===== src/rtl/uart_pkg.sv =====
// Shared UART definitions: baud constants, rate-select and FSM encodings, tick divisor.
package uart_pkg;

  localparam int unsigned BAUD_2400  = 2400;
  localparam int unsigned BAUD_4800  = 4800;
  localparam int unsigned BAUD_9600  = 9600;
  localparam int unsigned BAUD_19200 = 19200;

  typedef enum logic [1:0] {
    BR_2400  = 2'b00,
    BR_4800  = 2'b01,
    BR_9600  = 2'b10,
    BR_19200 = 2'b11
  } baud_sel_e;

  typedef enum logic [2:0] {
    IDLE,
    START,
    DATA,
    PARITY,
    STOP,
    BREAK
  } rx_state_e;

  // Clocks per oversample tick, truncated toward zero.
  function automatic logic [15:0] baud_div(input int unsigned freq,
                                           input int unsigned baud,
                                           input int unsigned oversample);
    return 16'(freq / (baud * oversample));
  endfunction

endpackage


===== src/rtl/uart_rx_tick.sv =====
// Oversample tick generator: divisor selected by baud_sel, counter held at zero by clear.
module uart_rx_tick
  import uart_pkg::*;
#(
  parameter int unsigned FREQ       = 50_000_000,
  parameter int unsigned OVERSAMPLE = 16
) (
  input  logic       clk,
  input  logic       arst_n,
  input  logic [1:0] baud_sel,
  input  logic       clear,
  output logic       tick
);

  localparam logic [15:0] DIV_2400  = baud_div(FREQ, BAUD_2400,  OVERSAMPLE);
  localparam logic [15:0] DIV_4800  = baud_div(FREQ, BAUD_4800,  OVERSAMPLE);
  localparam logic [15:0] DIV_9600  = baud_div(FREQ, BAUD_9600,  OVERSAMPLE);
  localparam logic [15:0] DIV_19200 = baud_div(FREQ, BAUD_19200, OVERSAMPLE);

  logic [15:0] div;
  logic [15:0] cnt;
  logic        wrap;

  always_comb begin
    div = DIV_19200;
    case (baud_sel)
      BR_2400:  div = DIV_2400;
      BR_4800:  div = DIV_4800;
      BR_9600:  div = DIV_9600;
      default:  div = DIV_19200;
    endcase
  end

  assign wrap = (cnt == div - 16'd1);

  always_ff @(posedge clk or negedge arst_n) begin
    if (!arst_n) begin
      cnt <= '0;
    end else if (clear || wrap) begin
      cnt <= '0;
    end else begin
      cnt <= cnt + 16'd1;
    end
  end

  // Held off while cleared so the first tick lands a full divisor after the start edge.
  assign tick = !clear && wrap;

endmodule


===== src/rtl/uart_rx.sv =====
// UART 8N1 receiver with 16x oversampling, mid-bit sampling and framing-error detection.
// Define UART_RX_PARITY_EN to add an even-parity bit and the parity_error output.
module uart_rx
  import uart_pkg::*;
#(
  parameter int unsigned FREQ       = 50_000_000,
  parameter int unsigned OVERSAMPLE = 16,
  parameter int unsigned DATA_BITS  = 8
) (
  input  logic                 clk,
  input  logic                 arst_n,
  input  logic [1:0]           baud_rate,
  input  logic                 rx,
  output logic [DATA_BITS-1:0] data_out,
  output logic                 data_valid,
  output logic                 frame_error,
`ifdef UART_RX_PARITY_EN
  output logic                 parity_error,
`endif
  output logic                 busy
);

  localparam int unsigned SW = $clog2(OVERSAMPLE);
  localparam int unsigned BW = $clog2(DATA_BITS);
  localparam logic [SW-1:0] SMP_MID  = SW'(OVERSAMPLE / 2 - 1);
  localparam logic [SW-1:0] SMP_LAST = SW'(OVERSAMPLE - 1);
  localparam logic [BW-1:0] BIT_LAST = BW'(DATA_BITS - 1);

  rx_state_e            state;
  logic                 rx_m;
  logic                 rx_s;
  logic [1:0]           baud_lat;
  logic [SW-1:0]        sample_cnt;
  logic [BW-1:0]        bit_cnt;
  logic [DATA_BITS-1:0] shift;
  logic                 tick;
  logic                 bit_tick;

  always_ff @(posedge clk or negedge arst_n) begin
    if (!arst_n) begin
      rx_m <= 1'b1;
      rx_s <= 1'b1;
    end else begin
      rx_m <= rx;
      rx_s <= rx_m;
    end
  end

  uart_rx_tick #(
    .FREQ       (FREQ),
    .OVERSAMPLE (OVERSAMPLE)
  ) u_tick (
    .clk      (clk),
    .arst_n   (arst_n),
    .baud_sel (baud_lat),
    .clear    (state == IDLE),
    .tick     (tick)
  );

  assign bit_tick = tick && (sample_cnt == SMP_LAST);
  assign busy     = (state != IDLE);

  // Datapath registers carry no reset; they are only read after being fully loaded.
  always_ff @(posedge clk) begin
    if (state == DATA && bit_tick) begin
      shift <= {rx_s, shift[DATA_BITS-1:1]};
    end
  end

`ifdef UART_RX_PARITY_EN
  logic par_bit;

  always_ff @(posedge clk) begin
    if (state == PARITY && bit_tick) begin
      par_bit <= rx_s;
    end
  end
`endif

  always_ff @(posedge clk or negedge arst_n) begin
    if (!arst_n) begin
      state        <= IDLE;
      sample_cnt   <= '0;
      bit_cnt      <= '0;
      baud_lat     <= BR_2400;
      data_out     <= '0;
      data_valid   <= 1'b0;
      frame_error  <= 1'b0;
`ifdef UART_RX_PARITY_EN
      parity_error <= 1'b0;
`endif
    end else begin
      data_valid   <= 1'b0;
      frame_error  <= 1'b0;
`ifdef UART_RX_PARITY_EN
      parity_error <= 1'b0;
`endif
      case (state)
        IDLE: begin
          if (!rx_s) begin
            state      <= START;
            sample_cnt <= '0;
            bit_cnt    <= '0;
            baud_lat   <= baud_rate;
          end
        end
        START: begin
          if (tick) begin
            if (sample_cnt == SMP_MID) begin
              sample_cnt <= '0;
              state      <= rx_s ? IDLE : DATA;
            end else begin
              sample_cnt <= sample_cnt + 1'b1;
            end
          end
        end
        DATA: begin
          if (tick) begin
            sample_cnt <= sample_cnt + 1'b1;
            if (bit_tick) begin
              if (bit_cnt == BIT_LAST) begin
`ifdef UART_RX_PARITY_EN
                state <= PARITY;
`else
                state <= STOP;
`endif
              end else begin
                bit_cnt <= bit_cnt + 1'b1;
              end
            end
          end
        end
`ifdef UART_RX_PARITY_EN
        PARITY: begin
          if (tick) begin
            sample_cnt <= sample_cnt + 1'b1;
            if (bit_tick) begin
              state <= STOP;
            end
          end
        end
`endif
        STOP: begin
          if (tick) begin
            sample_cnt <= sample_cnt + 1'b1;
            if (bit_tick) begin
              if (rx_s) begin
                state <= IDLE;
`ifdef UART_RX_PARITY_EN
                if (^{shift, par_bit}) begin
                  parity_error <= 1'b1;
                end else begin
                  data_out   <= shift;
                  data_valid <= 1'b1;
                end
`else
                data_out   <= shift;
                data_valid <= 1'b1;
`endif
              end else begin
                frame_error <= 1'b1;
                state       <= BREAK;
              end
            end
          end
        end
        // A line held low after a bad stop bit must not look like a new start bit.
        BREAK: begin
          if (rx_s) begin
            state <= IDLE;
          end
        end
        default: state <= IDLE;
      endcase
    end
  end

endmodule


===== config.mk =====
export PLATFORM = sky130hd
export DESIGN_NAME = uart_rx
export DESIGN_NICKNAME = d
export VERILOG_FILES = /design/src/rtl/uart_pkg.sv /design/src/rtl/uart_rx_tick.sv /design/src/rtl/uart_rx.sv
export SDC_FILE = /design/constraint.sdc
export NUM_CORES = 1
export LEC_CHECK = 0
export BUFFER_PORTS_ARGS = -buffer_cell sky130_fd_sc_hd__buf_4
export CAP_MARGIN = 0
export CORE_MARGIN = 5
export CORE_UTILIZATION = 31
export DETAILED_ROUTE_END_ITERATION = 8
export MAX_ROUTING_LAYER = met4
export SLEW_MARGIN = 20
export SYNTH_ARGS = -nofsm -noshare
export SYNTH_HDL_FRONTEND = slang
export SYNTH_SLANG_ARGS = --single-unit

===== constraint.sdc =====
create_clock -name clk -period 2.6 [get_ports clk]
set_input_delay 0.26 -clock clk [delete_from_list [all_inputs] [get_ports clk]]
set_output_delay 0.26 -clock clk [all_outputs]
set_load 0.005 [all_outputs]

-- Word-level counts from Yosys, hierarchy flattened
Cells that the tools add are included.
- word-level logic and storage cells: 85
- register bits: 48
- output and inout port bits: 11
- $add $sub $neg: 4
- bitwise operators: 1
- equal/unequal tests: 21
- muxes and demuxes: 32
- reductions and logical operators: 16
- operator list (operator ; number):
    3-bit 2-to-1 mux ; 14
    11-bit one-hot mux with 3 select lines ; 1
    2-bit != test, second input constant ; 9
    16-bit by 1-bit adder with 16-bit output, second input constant ; 1
    16-bit == test ; 1
    16-bit 2-to-1 mux ; 1
    4-bit 2-to-1 mux ; 4
    3-bit one-hot mux with 5 select lines ; 1
    4-bit one-hot mux with 3 select lines ; 1
    11-bit by 1-bit subtractor with 12-bit output, second input constant ; 1
    3-bit == test, second input constant ; 3
    9-bit AND reduction ; 1
    1-bit 2-to-1 mux ; 8
    4-bit AND reduction ; 2
    3-bit one-hot mux with 2 select lines ; 1
    3-bit nonzero test ; 2
    5-bit AND reduction ; 1
    4-bit by 1-bit adder with 4-bit output, second input constant ; 1
    4-bit by 3-bit == test with 1-bit output, second input constant ; 1
    4-bit == test, second input constant ; 1
    2-bit by 1-bit != test with 1-bit output, second input constant ; 2
    3-bit by 1-bit adder with 3-bit output, second input constant ; 1
    3-bit by 1-bit == test with 1-bit output, second input constant ; 1
    3-bit by 2-bit == test with 1-bit output, second input constant ; 1
    other kinds (12) ; 14

-- Depth between registers and ports, before layout
- depth after elaboration: 9
- gate-level depth with buffers: 10

-- Cells and area by module
Synthesis repeated with hierarchy kept, for this count alone.
- cells, all modules: 214
- area total of the unflattened synthesis: 2441.1 um2
- by module, submodules not included (module ; cells each ; times used ; area each (um2)):
    uart_rx ; 111 ; 1 ; 1463.9
    uart_rx_tick ; 103 ; 1 ; 977.2

-- Worst setup path after synthesis
OpenSTA, ideal clock, no wires.
- kind: register -> register
- from: register baud_lat[1]
- to: register shift[0], enable pin
- arrival: 2137 ps
- cell stages (with the launch flop): 10
- library setup time: 370 ps
- data required time: 2230 ps
- path slack: 93 ps
- path through: dfrtp_1 > inv_1 > ha_1 > xor2_1 > o2bb2a_1 > o32ai_1 > and4b_1 > buf_2 > nand2_1 > nor2_1
- cells in the longest elaborated chain, start to end: 7
- elaborated cells on any way between the ends: 9
- those cells by class: 1 x add/sub; 3 x eq/ne; 1 x mux; 4 x reduce/logical
- RTL lines (what ; line ; source):
    start: declaration ; uart_rx.sv:32 ; logic [1:0] baud_lat;
    start signal: assignment ; uart_rx.sv:104 ; baud_lat <= baud_rate;
    2-bit == test, or another cell as far along ; uart_rx_tick.sv:26 ; case (baud_sel)
    11-bit one-hot mux with 3 select lines (*) ; uart_rx_tick.sv:26 ;
    11-bit by 1-bit subtractor with 12-bit output (*) ; uart_rx_tick.sv:34 ; assign wrap = (cnt == div - 16'd1);
    16-bit == test (*) ; uart_rx_tick.sv:34 ;
    1-bit logical AND (*) ; uart_rx_tick.sv:47 ; assign tick = !clear && wrap;
    1-bit logical AND (*) ; uart_rx.sv:60 ; assign bit_tick = tick && (sample_cnt == SMP_LAST);
    1-bit logical AND (*) ; uart_rx.sv:65 ; if (state == DATA && bit_tick) begin
    end signal: assignment ; uart_rx.sv:66 ; shift <= {rx_s, shift[DATA_BITS-1:1]};
    end: declaration ; uart_rx.sv:35 ; logic [DATA_BITS-1:0] shift;
Mark *: on every way between the ends. The rest lies on a longest branch, timed or not.
A chain may end at the register's enable or synchronous reset.

-- Worst setup path after layout
- from: register baud_lat[1]
- to: register bit_cnt[1]
- cells in the longest elaborated chain, start to end: 8
- elaborated cells on any way between the ends: 11
- those cells by class: 1 x add/sub; 5 x eq/ne; 1 x mux; 4 x reduce/logical
- RTL lines (what ; line ; source):
    2-bit == test, or another cell as far along ; uart_rx_tick.sv:26 ;
    11-bit one-hot mux with 3 select lines (*) ; uart_rx_tick.sv:26 ;
    11-bit by 1-bit subtractor with 12-bit output (*) ; uart_rx_tick.sv:34 ;
    16-bit == test (*) ; uart_rx_tick.sv:34 ;
    1-bit logical AND (*) ; uart_rx_tick.sv:47 ;
    1-bit logical AND ; uart_rx.sv:60 ;
    2-bit != test (no source line) ; - ;
    5-bit AND reduction (no source line) (*) ; - ;
    end signal: assignment ; uart_rx.sv:128 ; bit_cnt <= bit_cnt + 1'b1;
    end: declaration ; uart_rx.sv:34 ; logic [BW-1:0] bit_cnt;
Marked as above.

==> run metrics <==
DRC viols 0; clock buffer depth 2; fin crit share 0.934; Top Ports 16; crit-path leading delay family simple AND/OR/NAND/NOR gates; TNS Setup 0 ns; Post-synth EDFFs 8; main flop type after synthesis dfrtp_1; total track usage 0.102; Root Buffer clkbuf_8; top cells by area, synth dfrtp_1 39%, edfxtp_1 9.8%, ha_1 5.6%; drt first pass iters 4; total number of vias ~1700; cts bufs inserted 5; placed insts 349; IO buf count 15; crit end category flip-flop; HP Class in2reg; via count of the first global-routing pass 1654; Initial Util 0.318; DR WL/cell 12.8 um; cell chain of the critical path inv_1, ha_1, xor2_1, o2bb2a_1, o32ai_1, nand4_2, nand2b_4, nor3_4, mux2_4; Synth cell types 44; Synth Register Bits 48; Skew-Pair Late Insertion Delay 0.30 ns; Syn Nets 248; Async SR Flop Fraction 0.833; DIE AREA 9810 um^2; Required @ worst endpoint 2.80 ns; post-route ant nets 0; Worst Max-Slew Pin Slew 0.574 ns; Post-Syn Instances ~230; Slew Limit Headroom 0.616; max-slew violation count 0; crit path buf inv count 1; Reg power frac 0.534; Core Region 7730 um^2; DIE HEIGHT 99.1 um; Pint 1.25 mW; Switching Share 0.277; Combinational Power Share 0.143; die width 99.1 um; P&R area growth vs syn 15.4%; CP max FO 5; Worst Skew approximately 0.0030 ns; overall power about 1.7 mW; # diodes 0; first-pass GRT wire length 7890 um; clk slew on worst S/H paths 0.09 ns; CP max stage delay 0.40 ns; Clock power frac 0.322; fin crit period 2.43 ns; fin nets 271; fmax 0.412 GHz; via-per-instance ratio a little under 5; HPWL after DPL 3300 um; CTS tree yes; Seq/Total Area, Yosys 0.506; startpoint types flip-flop; syn avg cell area 10.6 um^2; GP Congestion 0.820; status complete, no violations; Sw Pwr 0.480 mW; setup violators final 0; Ys Warns 0; Critical Path AT 2.63 ns; post-CTS setup buffers 0; Setup Crit Path Kind reg2reg; pin count of the biggest net entering global routing 41; RSZ-0062 raised after global routing false; clock net sink count 48; Yosys top cell by area dfrtp_1; Fin. Hold Viols 0; synthesized area about 2500 um^2; routed wire length 4590 um; initial antenna violation count 0; Finished Layout Cells 358; crit path max-delay cell type dfrtp_1; Synth top area share 0.387; P_leak 1.34 nW; share of cells above drive strength 1 0.199; PwrDens just over 600 nW/um^2; Rows 32; 1st-iter DRT viols approximately 100; Overflow after GRT 0; H-Tree Depth 2; peak supply drop around 0.23 mV; MaxCap Viol Count 0
-- worst register-to-register path, cell delays in order, from the launching register on --
cell and delay, ns:
dfrtp_1 0.40, inv_1 0.11, ha_1 0.26, xor2_1 0.15, o2bb2a_1 0.29, o32ai_1 0.20
nand4_2 0.15, nand2b_4 0.22, nor3_4 0.21, mux2_4 0.32
-- placed cells by master (no fill, tap or decap), types with 2 or more instances in the layout --
cell type,count
xnor2_1,10
mux2i_1,2
and3_1,6
or3_2,2
nor2b_1,3
nand4_1,2
o31ai_1,2
and4_1,2
nand2_1,17
dfstp_2,2
xor2_1,11
mux2_2,8
nand3_1,13
dfrtp_1,38
ha_1,11
mux2_4,2
and3_2,2
edfxtp_1,8
nor3_1,5
nor2_1,32
a21oi_1,9
clkbuf_8,5
o21ai_0,10
buf_4,20
a31o_2,2
nand2b_1,2
inv_1,10
-- timing repair --
item | CTS | global route
resized for setup | 0 | 0
setup endpoints to repair | 0 | 0
hold endpoints to repair | 38 | 0
hold buffers | 1 | 0
-- sequential cells by signal (all words and copies together) (netlist names) --
signal	flops
baud_lat	2
bit_cnt	3
data_out	8
data_valid	1
frame_error	1
rx_m	1
rx_s	1
sample_cnt	4
shift	8
state	3
u_tick.cnt	16
-- power groups by stage --
stage               sequential [mW]  combinational (mW)  clock, mW
finish                        0.926               0.248      0.558
global route                  0.938               0.292      0.608
CTS                           0.926               0.255      0.576
detailed placement            0.940               0.253          0
global placement              0.941               0.245          0
floorplan                     0.914               0.205          0
-- per-layer routing --
layer,up-vias,global-route usage,routed length (um),part of all wire
li1,857,-,-,-
met1,828,0.140,2320,0.51
met2,36,0.147,2030,0.44
met3,6,0.0241,181,0.039
met4,0,0.0347,59,0.013
met5,-,-,0,0
-- cell usage after synthesis, drive strengths merged, types with 2 or more instances --
| library cell | number |
|---|---|
| and3 | 8 |
| xor2 | 11 |
| inv | 10 |
| clkbuf | 2 |
| nand4 | 3 |
| edfxtp | 8 |
| mux2i | 2 |
| ha | 11 |
| a21oi | 9 |
| a31o | 2 |
| mux2 | 10 |
| nand2b | 3 |
| or3 | 2 |
| and4 | 2 |
| nor2b | 3 |
| nor3 | 6 |
| o21ai | 10 |
| nand3 | 13 |
| nor2 | 33 |
| xnor2 | 10 |
| dfrtp | 38 |
| buf | 3 |
| nand2 | 17 |
| dfstp | 2 |
| o31ai | 2 |
-- path summary, 6_finish.rpt --
kind	slack, ns	depth (start not counted)	endpoint	start
worst max-delay path	0.17	9	bit_cnt[1]	baud_lat[1]
worst min-delay path	0.06	1	rx_m	rx
worst max register to register	0.17	9	bit_cnt[1]	baud_lat[1]
worst min register to register	0.36	0	rx_s	rx_m
max in group asynchronous	1.76	2	rx_s	arst_n
min in group asynchronous	0.46	2	u_tick.cnt[15]	arst_n
-- through the flow --
step / hold WS, ns / cell area (um^2) / worst slack, ns / utilization
6_report: 0.0560 / 2840 / 0.171 / 0.367
5_1_grt: 0.0437 / 2840 / 0.0183 / 0.367
4_1_cts: 0.0473 / 2840 / 0.145 / 0.367
2_1_floorplan: -0.0356 / 2460 / 0.0929 / -
3_3_place_gp: 0.278 / 2710 / 0.211 / 0.351
3_5_place_dp: 0.288 / 2710 / 0.170 / 0.351
-- layout make-up --
cell class,instances,area (um^2)
sequential,48,1240
clock buffer,5,68.8
multi-input combinational,169,1150
fill,779,4890
clock inverter,3,46.3
tap,102,128
inverter,10,37.5
timing repair buffer,21,160
-- logic make-up after synthesis --
logic type                 Yosys count  share of synthesized area
adders and majority gates           11                     0.0560
AOI/OAI and AO/OA                   31                     0.0789
muxes                               12                     0.0570
xor gates and xnor gates            21                     0.0748
and+or+nand+nor                     94                      0.202
DFF                                 48                      0.506
buffers and inverters               15                     0.0254
No activity file was read; power rests on OpenSTA's default activity.
